## config.mk

```make
export PLATFORM = sky130hd
export DESIGN_NAME = bfxp_sequencer
export DESIGN_NICKNAME = d
export VERILOG_FILES = /design/src/rtl/bfxp_pkg.sv /design/src/rtl/bfxp_field_unit.sv /design/src/rtl/bfxp_sequencer.sv
export SDC_FILE = /design/constraint.sdc
export NUM_CORES = 1
export LEC_CHECK = 0
export ABC_AREA = 1
export CORE_MARGIN = 4
export CORE_UTILIZATION = 40
export DETAILED_ROUTE_END_ITERATION = 12
export GPL_ROUTABILITY_DRIVEN = 0
export SLEW_MARGIN = 20
export SYNTH_ARGS = -nofsm -noshare
export SYNTH_HDL_FRONTEND = slang
export SYNTH_SLANG_ARGS = --single-unit
```

## constraint.sdc

```tcl
create_clock -name clock -period 6.75 [get_ports clock]
set_clock_uncertainty 0.05 [all_clocks]
set_input_delay 1.35 -clock clock [delete_from_list [all_inputs] [get_ports clock]]
set_output_delay 1.35 -clock clock [all_outputs]
set_load 0.02 [all_outputs]
```

## src/rtl/bfxp_pkg.sv

```systemverilog
// Shared types for the bit-field place sequencer: descriptor layout and FSM states.
package bfxp_pkg;

    localparam int unsigned DATA_W  = 32;
    localparam int unsigned SEL_W   = 5;
    localparam int unsigned FIELD_W = 15;

    // Descriptor packs as {start, len, dest}, start in the top bits.
    typedef struct packed {
        logic [SEL_W-1:0] start;
        logic [SEL_W-1:0] len;
        logic [SEL_W-1:0] dest;
    } desc_t;

    typedef enum logic [1:0] {
        ST_IDLE = 2'd0,
        ST_RUN  = 2'd1,
        ST_DONE = 2'd2
    } state_t;

endpackage

```

## src/rtl/bfxp_field_unit.sv

```systemverilog
// Combinational rotate-and-mask unit: places one bit field of din into acc.
module bfxp_field_unit
    import bfxp_pkg::*;
(
    input  logic [DATA_W-1:0] din,
    input  logic [DATA_W-1:0] acc,
    input  logic [SEL_W-1:0]  start,
    input  logic [SEL_W-1:0]  len,
    input  logic [SEL_W-1:0]  dest,
    output logic [DATA_W-1:0] acc_next,
    output logic              illegal
);

    logic [SEL_W-1:0]  w_sh;
    logic [SEL_W:0]    w_end;
    logic [DATA_W-1:0] w_rot;
    logic [DATA_W-1:0] w_mask;

    // Rotate right so bit 'start' lands on bit 'dest'; the 5-bit subtract wraps mod 32.
    always_comb begin
        w_sh     = start - dest;
        w_rot    = (din >> w_sh) | (din << ((SEL_W+1)'(DATA_W) - {1'b0, w_sh}));
        w_end    = {1'b0, dest} + {1'b0, len};
        w_mask   = ((DATA_W'(1) << len) - DATA_W'(1)) << dest;
        illegal  = (len != '0) && (w_end > (SEL_W+1)'(DATA_W));
        acc_next = acc;
        if ((len != '0) && !illegal) begin
            acc_next = acc | (w_rot & w_mask);
        end
    end

endmodule

```

## src/rtl/bfxp_sequencer.sv

```systemverilog
// Multi-field bit-field place sequencer: applies up to NFIELDS descriptors, one per cycle,
// then returns the accumulated word over a valid/ready response channel.
module bfxp_sequencer
    import bfxp_pkg::*;
#(
    parameter int unsigned NFIELDS = 4,
    parameter int unsigned CW      = $clog2(NFIELDS + 1)
) (
    input  logic                       clock,
    input  logic                       reset,
    input  logic                       req_valid,
    output logic                       req_ready,
    input  logic [DATA_W-1:0]          req_rs1,
    input  logic [DATA_W-1:0]          req_rs2,
    input  logic [CW-1:0]              req_count,
    input  logic [FIELD_W*NFIELDS-1:0] req_fields,
    output logic                       resp_valid,
    input  logic                       resp_ready,
    output logic [DATA_W-1:0]          resp_rd,
    output logic                       resp_err,
    output logic                       busy
);

    localparam int unsigned IW = (NFIELDS > 1) ? $clog2(NFIELDS) : 1;

    state_t            r_state;
    state_t            w_state_next;
    logic              w_accept;
    logic              w_last;
    logic              w_cnt_over;
    logic [CW-1:0]     w_cnt_eff;

    logic [DATA_W-1:0] r_rs1;
    logic [DATA_W-1:0] r_acc;
    logic              r_err;
    logic [CW-1:0]     r_count;
    logic [IW-1:0]     r_idx;
    desc_t             r_fields [NFIELDS];

    logic              r_resp_valid;
    logic [DATA_W-1:0] r_resp_rd;
    logic              r_resp_err;
    logic              r_busy;

    desc_t             w_desc;
    logic [DATA_W-1:0] w_acc_next;
    logic              w_illegal;

    assign w_cnt_over = req_count > CW'(NFIELDS);
    assign w_cnt_eff  = w_cnt_over ? CW'(NFIELDS) : req_count;
    assign w_desc     = r_fields[r_idx];
    assign w_last     = (CW'(r_idx) + CW'(1)) == r_count;

    bfxp_field_unit u_field (
        .din      (r_rs1),
        .acc      (r_acc),
        .start    (w_desc.start),
        .len      (w_desc.len),
        .dest     (w_desc.dest),
        .acc_next (w_acc_next),
        .illegal  (w_illegal)
    );

    // Next-state logic.
    always_comb begin
        w_state_next = r_state;
        w_accept     = 1'b0;
        case (r_state)
            ST_IDLE: begin
                if (req_valid) begin
                    w_accept     = 1'b1;
                    w_state_next = (w_cnt_eff == '0) ? ST_DONE : ST_RUN;
                end
            end
            ST_RUN: begin
                if (w_last) begin
                    w_state_next = ST_DONE;
                end
            end
            ST_DONE: begin
                if (resp_ready) begin
                    w_state_next = ST_IDLE;
                end
            end
            default: w_state_next = ST_IDLE;
        endcase
    end

    // State, operand latches, accumulator and registered response.
    always_ff @(posedge clock) begin
        if (reset) begin
            r_state      <= ST_IDLE;
            r_resp_valid <= 1'b0;
            r_resp_rd    <= '0;
            r_resp_err   <= 1'b0;
            r_busy       <= 1'b0;
            r_rs1        <= '0;
            r_acc        <= '0;
            r_err        <= 1'b0;
            r_count      <= '0;
            r_idx        <= '0;
        end else begin
            r_state      <= w_state_next;
            r_busy       <= (w_state_next != ST_IDLE);
            r_resp_valid <= (w_state_next == ST_DONE);
            if (w_accept) begin
                r_rs1   <= req_rs1;
                r_acc   <= req_rs2;
                r_err   <= w_cnt_over;
                r_count <= w_cnt_eff;
                r_idx   <= '0;
                for (int i = 0; i < int'(NFIELDS); i++) begin
                    r_fields[i] <= desc_t'(req_fields[FIELD_W*i +: FIELD_W]);
                end
                // A zero-length request responds immediately with the untouched accumulator.
                if (w_cnt_eff == '0) begin
                    r_resp_rd  <= req_rs2;
                    r_resp_err <= w_cnt_over;
                end
            end
            if (r_state == ST_RUN) begin
                r_acc <= w_acc_next;
                r_err <= r_err | w_illegal;
                r_idx <= r_idx + IW'(1);
                if (w_last) begin
                    r_resp_rd  <= w_acc_next;
                    r_resp_err <= r_err | w_illegal;
                end
            end
        end
    end

    // Ready is forced low while reset is asserted, even before the first reset edge.
    assign req_ready  = (r_state == ST_IDLE) && !reset;
    assign resp_valid = r_resp_valid;
    assign resp_rd    = r_resp_rd;
    assign resp_err   = r_resp_err;
    assign busy       = r_busy;

endmodule

```

==> results.sh, run 1 <==
export IMPL_post_route_wl_um=43900
export IMPL_synth_simple_gate_area_share_pct=36.9
export IMPL_postSynthAreaPerCell_um2=6.38
export IMPL_worst_setup_path_start_kind="flop"
export IMPL_timing_worst_slew_pin_value_ps=1110
export IMPL_combinational_family_with_the_most_area_after_synthesis="simple AND/OR/NAND/NOR gates"
export IMPL_netlist_cell_type_count=56
export IMPL_clock_insertion_delay_at_the_later_pin_of_the_skew_report_ps=450
export IMPL_design_core_area_mm2=0.0325
export IMPL_finalSetupTns_ps=0
export IMPL_vdd_ir_drop_max_mv=0.278
export IMPL_cts_htree_levels=4
export IMPL_synthMuxAreaShare_pct=1.29
export IMPL_ios=167
export IMPL_p_int_mw=2.83
export IMPL_final_period_minus_worst_setup_slack_ps=5630
export IMPL_ys_ff_latch=169
export IMPL_synthCells=2066
export IMPL_pwr_share_clk_pct=17.6
export IMPL_clockRootBuffer="clkbuf_16"
export IMPL_cts_hold_buffers=0
export IMPL_cpPeakStageDelay_ps=710
export IMPL_synth_compound_area_share_pct=19.6
export IMPL_result_of_the_run="complete, no violations"
export IMPL_final_period_utilization_pct=83.3
export IMPL_worst_path_max_fanout=38
export IMPL_synth_top_cell_by_area="dfxtp_1"
export IMPL_cts_resized_gates=0
export IMPL_holdCritPathClass="reg -> reg"
export IMPL_synth_net_count=2211
export IMPL_ys_top_cells_by_area="dfxtp_1 17%, nand2_1 15%, edfxtp_1 14%"
export IMPL_critPathRequiredTime_ps=7020
export IMPL_max_transition_viols_final=0
export IMPL_total_switching_power_mw=3.10
export IMPL_design_final_nets=2288
export IMPL_power_switching_share_pct=52.2
export IMPL_ys_warn_count=0
export IMPL_path_cells="inv_2, buf_4, nand2_1, a32oi_2, buf_4, inv_1, fa_1, clkinv_1, buf_4, ha_1, buf_4, inv_1, o21ai_0, nand2_1, nand2_1, o21ai_0, o22ai_1, nand3_1, nand2_1, a21oi_1, nor2_1"
export IMPL_global_route_wire_length_before_repair_um=69500
export IMPL_detail_route_wl_per_cell_um=16.9
export IMPL_worst_ep_arrival_time_ps=5900
export IMPL_ant_cells=0
export IMPL_synth_yosys_seq_area_share_pct=30.2
export IMPL_timing_final_hold_violations=0
export IMPL_ys_dominant_reg_cell="dfxtp_1"
export IMPL_place_ws_ps=1250
export IMPL_worst_setup_hold_path_clk_slew_ps=80
export IMPL_synth_fa_ha_area_share_pct=1.44
export IMPL_final_fill_count=3418
export IMPL_criticalPathCategory="reg -> reg"
export IMPL_cp_slowest_cell="inv_1"
export IMPL_synth_area_mm2=0.0132
export IMPL_detail_route_antenna_nets=0
export IMPL_clk_path_buf_depth=2
export IMPL_number_of_flops_mapped_to_enable_cells_by_yosys=60
export IMPL_buffer_ports_inserted=166
export IMPL_layout_area_overhead_vs_synth_pct=18.7
export IMPL_postSynth_asyncResetShare_pct=0
export IMPL_final_setup_worst_slack_ps=1120
export IMPL_first_pass_iters=7
export IMPL_first_iter_violations=1472
export IMPL_via_count=14200
export IMPL_report_power_total_mw=5.93
export IMPL_number_of_antenna_violations_at_the_first_check_in_global_routing=0
export IMPL_crit_buf_inv=8
export IMPL_timing_critical_path_max_delay_family="buffers and inverters"
export IMPL_grt_start_max_net_pins=57
export IMPL_grtUsageTotal_pct=23.9
export IMPL_cts_post_setup_buffers_inserted=0
export IMPL_tritoncts_buffer_count=17
export IMPL_via_per_inst=5.46
export IMPL_comb_power_share_pct=62.3
export IMPL_rsz0062_at_grt="no"
export IMPL_layout_drive_gt1_share_pct=7.00
export IMPL_initial_cell_density_of_the_core_pct=40.5
export IMPL_clkSinkCount=169
export IMPL_chipWidth_um=189
export IMPL_std_cell_rows=66
export IMPL_grt_overflow_total=0
export IMPL_maxClockFrequency_ghz=0.178
export IMPL_yosys_area_top_type_share_pct=16.6
export IMPL_worst_setup_path_end_kind="flop"
export IMPL_tritoncts="yes"
export IMPL_timing_slew_headroom_pct=25.4
export IMPL_cap_violations=0
export IMPL_static_leakage_power_nw=6.89
export IMPL_final_routed_drc_violation_total=0
export IMPL_design_die_area_mm2=0.0359
export IMPL_dp_hpwl_um=33200
export IMPL_post_route_util_pct=48.1
export IMPL_die_height_um=189
export IMPL_post_synth_xor_area_fraction_pct=1.01
export IMPL_finish_stage_setup_viols=0
export IMPL_pwr_density_cell_mw_per_mm2=379
export IMPL_via_count_of_the_first_global_routing_pass=12900
export IMPL_power_sequential_fraction_pct=20.1
export IMPL_whs_ps=433
[sequential cells by signal, summed over array words and instances (netlist names), 2 cells and up, named ones only]
signal / count
r_fields: 60
r_acc: 32
r_rs1: 32
resp_rd: 32
r_count: 3
r_idx: 2
r_state: 2
[cells in the mapped netlist, drive strengths merged, types with 2 or more instances]
| master | number |
|---|---|
| nand2 | 546 |
| nand3 | 283 |
| o21ai | 236 |
| nor2 | 208 |
| inv | 171 |
| a21oi | 118 |
| dfxtp | 109 |
| clkbuf | 93 |
| edfxtp | 60 |
| o211ai | 45 |
| buf | 43 |
| nand4 | 30 |
| mux2i | 17 |
| a31oi | 14 |
| ha | 12 |
| o22ai | 10 |
| nor3 | 9 |
| or2 | 8 |
| o21bai | 6 |
| o221ai | 6 |
| xor2 | 6 |
| a22oi | 4 |
| clkinv | 4 |
| o311ai | 4 |
| xnor2 | 4 |
| a211oi | 3 |
| a32oi | 3 |
| a21boi | 2 |
| a32o | 2 |
| and2 | 2 |
| fa | 2 |
| o31ai | 2 |
[layout make-up]
type	instances	area [um^2]	area share, %
multi-input combinational	1586	7960	50.9
tap	442	553	3.54
clock inverter	15	195	1.25
clock buffer	17	425	2.72
sequential	169	3980	25.5
inverter	175	659	4.22
timing repair buffer	194	1870	11.9
[cells in the final DEF, fill, tap and decap left out, drive strengths merged]
cell type,count
o2111ai,1
clkbuf,17
nand3,283
a21boi,2
dfxtp,109
o31ai,2
and2,2
fa,2
ha,12
xor2,6
clkdlybuf4s50,165
nor3,9
o211ai,45
a21oi,118
or2,8
a32o,2
o311ai,4
o221ai,6
o21a,1
a22oi,4
bufinv,1
o32ai,1
o21bai,6
mux2i,17
a31oi,14
inv,178
o22ai,10
a211oi,3
and3,1
edfxtp,60
nor2,208
nand2,546
buf,29
o21ai,236
xnor2,4
clkinv,11
a32oi,3
nand4,30
[per-stage QoR]
| step | instance area [um^2] | cells |
|---|---|---|
| 6_report | 15600 | 2598 |
| 3_5_place_dp | 15000 | 2566 |
| 4_1_cts | 15600 | 2598 |
| 3_3_place_gp | 15000 | 2566 |
| 5_1_grt | 15600 | 2598 |
| 2_1_floorplan | 13200 | 2066 |
[power groups by stage]
| stage | Combinational (mW) | Clock, mW | Sequential (mW) |
|---|---|---|---|
| after floorplan | 2.64 | 0 | 1.22 |
| after global placement | 3.58 | 0 | 1.21 |
| after detailed placement | 3.59 | 0 | 1.21 |
| after CTS | 3.61 | 1.06 | 1.19 |
| after global routing | 4.09 | 1.11 | 1.20 |
| final | 3.70 | 1.04 | 1.19 |
[per-layer routing]
metal | global-route usage, % | vias to the layer above | wire, um
met4 | 9.15 | 0 | 1540
met3 | 3.50 | 89 | 2800
met2 | 36.3 | 570 | 18900
li1 | - | 7113 | -
met1 | 34.3 | 6414 | 20700
met5 | 0 | - | 0
[worst paths after layout]
check | cells past startpoint | endpoint | startpoint | slack (ps)
max reg2reg | 21 | r_acc[15] | flop | 1120
max | 21 | r_acc[15] | flop | 1120
min reg2reg | 2 | r_count[1] | r_count[1] | 430
min | 2 | r_count[1] | r_count[1] | 430
[worst min-delay path, cell delays in order, from the launching register on]
cell     delay (ps)
dfxtp_1         320
nand2_1          60
a21oi_1          60
[kinds of logic (layout without fill, tap and decap cells)]
family,count (synthesis),after routing
adders and majority gates,14,14
xor gates and xnor gates,10,10
and+or+nand+nor,1087,1087
buffers and inverters,311,401
AOI/OAI and AO/OA,458,458
muxes,17,17
DFF,169,169
Note: power is estimated with default switching activity, not from simulation.
==> inputs of run 2 (changes only) <==
- clock period: 6.75 -> 4.9 ns (I/O delays scaled with it)
==> run 2 against run 1 <==
Compared with the run above:
- fmax rose by 24%
- largest power group unchanged
- die area did not move
- sequential share of layout area fell by 0.16 points
- critical path type unchanged
- critical endpoint is now r_acc[30]
- combinational power rose by 39%
==> results.sh, run 2 (synthesized netlist as in run 1, its figures left out) <==
export IMPL_cts_hold_buffers=0
export IMPL_via_per_inst=5.43
export IMPL_cpPeakStageDelay_ps=460
export IMPL_static_leakage_power_nw=6.96
export IMPL_layout_drive_gt1_share_pct=7.60
export IMPL_criticalPathCategory="reg -> reg"
export IMPL_grt_start_max_net_pins=67
export IMPL_vdd_ir_drop_max_mv=0.376
export IMPL_design_die_area_mm2=0.0359
export IMPL_cts_htree_levels=4
export IMPL_mostFrequentLayoutCells="520 x nand2_1, 269 x nand3_1, 202 x o21ai_0"
export IMPL_detail_route_antenna_nets=0
export IMPL_max_transition_viols_final=0
export IMPL_worst_path_max_fanout=32
export IMPL_post_route_wl_um=43800
export IMPL_buffer_ports_inserted=166
export IMPL_holdCritPathClass="reg -> reg"
export IMPL_first_iter_violations=1594
export IMPL_worst_ep_arrival_time_ps=4840
export IMPL_regMostFlops="r_fields"
export IMPL_maxClockFrequency_ghz=0.221
export IMPL_critPathRequiredTime_ps=5220
export IMPL_placedCellCount=2580
export IMPL_clk_path_buf_depth=2
export IMPL_finalNonFillerCells=2612
export IMPL_final_routed_drc_violation_total=0
export IMPL_pwr_density_cell_mw_per_mm2=524
export IMPL_global_route_wire_length_before_repair_um=69900
export IMPL_grtUsageTotal_pct=23.9
export IMPL_detail_route_wl_per_cell_um=16.8
export IMPL_timing_slew_headroom_pct=46.5
export IMPL_tritoncts_buffer_count=17
export IMPL_design_core_area_mm2=0.0325
export IMPL_std_cell_rows=66
export IMPL_design_final_nets=2302
export IMPL_grt_overflow_total=0
export IMPL_worst_setup_hold_path_clk_slew_ps=80
export IMPL_cp_slowest_cell="o21ai_0"
export IMPL_timing_critical_path_mode_cell="nand2_1"
export IMPL_final_setup_worst_slack_ps=380
export IMPL_layout_area_overhead_vs_synth_pct=19.5
export IMPL_largest_register_ffs=60
export IMPL_die_height_um=189
export IMPL_ios=167
export IMPL_chipWidth_um=189
export IMPL_hp_start="r_rs1[21]"
export IMPL_dp_hpwl_um=33400
export IMPL_timing_worst_slew_pin_value_ps=795
export IMPL_via_count_of_the_first_global_routing_pass=13000
export IMPL_timing_final_hold_violations=0
export IMPL_clkSinkCount=169
export IMPL_worst_setup_path_end_kind="flop"
export IMPL_report_power_total_mw=8.24
export IMPL_worst_setup_path_start_kind="flop"
export IMPL_first_pass_iters=7
export IMPL_final_cell_area_mm2=0.0157
export IMPL_clockRootBuffer="clkbuf_16"
export IMPL_layout_cells_most_common="nand2_1"
export IMPL_whs_ps=439
export IMPL_number_of_antenna_violations_at_the_first_check_in_global_routing=0
export IMPL_finalSetupTns_ps=0
export IMPL_place_ws_ps=460
export IMPL_initial_cell_density_of_the_core_pct=40.5
export IMPL_finish_stage_setup_viols=0
export IMPL_rsz0062_at_grt="no"
export IMPL_result_of_the_run="complete, no violations"
export IMPL_cap_violations=0
export IMPL_via_count=14200
export IMPL_post_route_util_pct=48.4
export IMPL_placed_area_mm2=0.0151
export IMPL_tritoncts="yes"
export IMPL_final_period_minus_worst_setup_slack_ps=4520
export IMPL_ant_cells=0
export IMPL_clock_insertion_delay_at_the_later_pin_of_the_skew_report_ps=450
export IMPL_final_period_utilization_pct=92.3
run 2: layout make-up:
cell class	count	area (um^2)
Sequential cell	169	3980
Timing Repair Buffer	208	1970
Clock buffer	18	439
Multi-Input combinational cell	1586	7960
Inverter	175	659
Tap cell	442	553
Clock inverter	14	174
Fill cell	3402	16800
run 2: path summary, 6_finish.rpt:
path,end,slack (ps),cells after the start
max reg2reg,r_acc[30],380,27
min reg2reg,r_rs1[21],440,2
min,r_rs1[21],440,2
max,r_acc[30],380,27
run 2: worst max-delay path: cells and delay by family, from the launching register on:
family | cells | cell delay (ps)
flops | 1 | 350
compound gates | 5 | 1110
fa+ha+maj | 2 | 580
buf+inv | 8 | 1110
simple gates | 12 | 1230
run 2: what timing repair did:
item                       4_1_cts  5_1_grt
resized for setup                0        1
buffers inserted                 0        0
setup endpoints to repair        0        1
run 2: where the power goes:
| group | switching (mW) | internal (mW) | leakage (nW) |
|---|---|---|---|
| sequential | 0.0634 | 1.57 | 1.45 |
| clock | 0.693 | 0.749 | 0.301 |
| combinational | 3.53 | 1.64 | 5.21 |
run 2: per-layer routing:
metal | track usage [%] | vias to the layer above | wire, um
li1 | - | 7142 | -
met1 | 34.4 | 6423 | 20700
met2 | 36.8 | 549 | 18900
met3 | 3.21 | 75 | 2810
met4 | 8.46 | 0 | 1400
met5 | 0 | - | 0
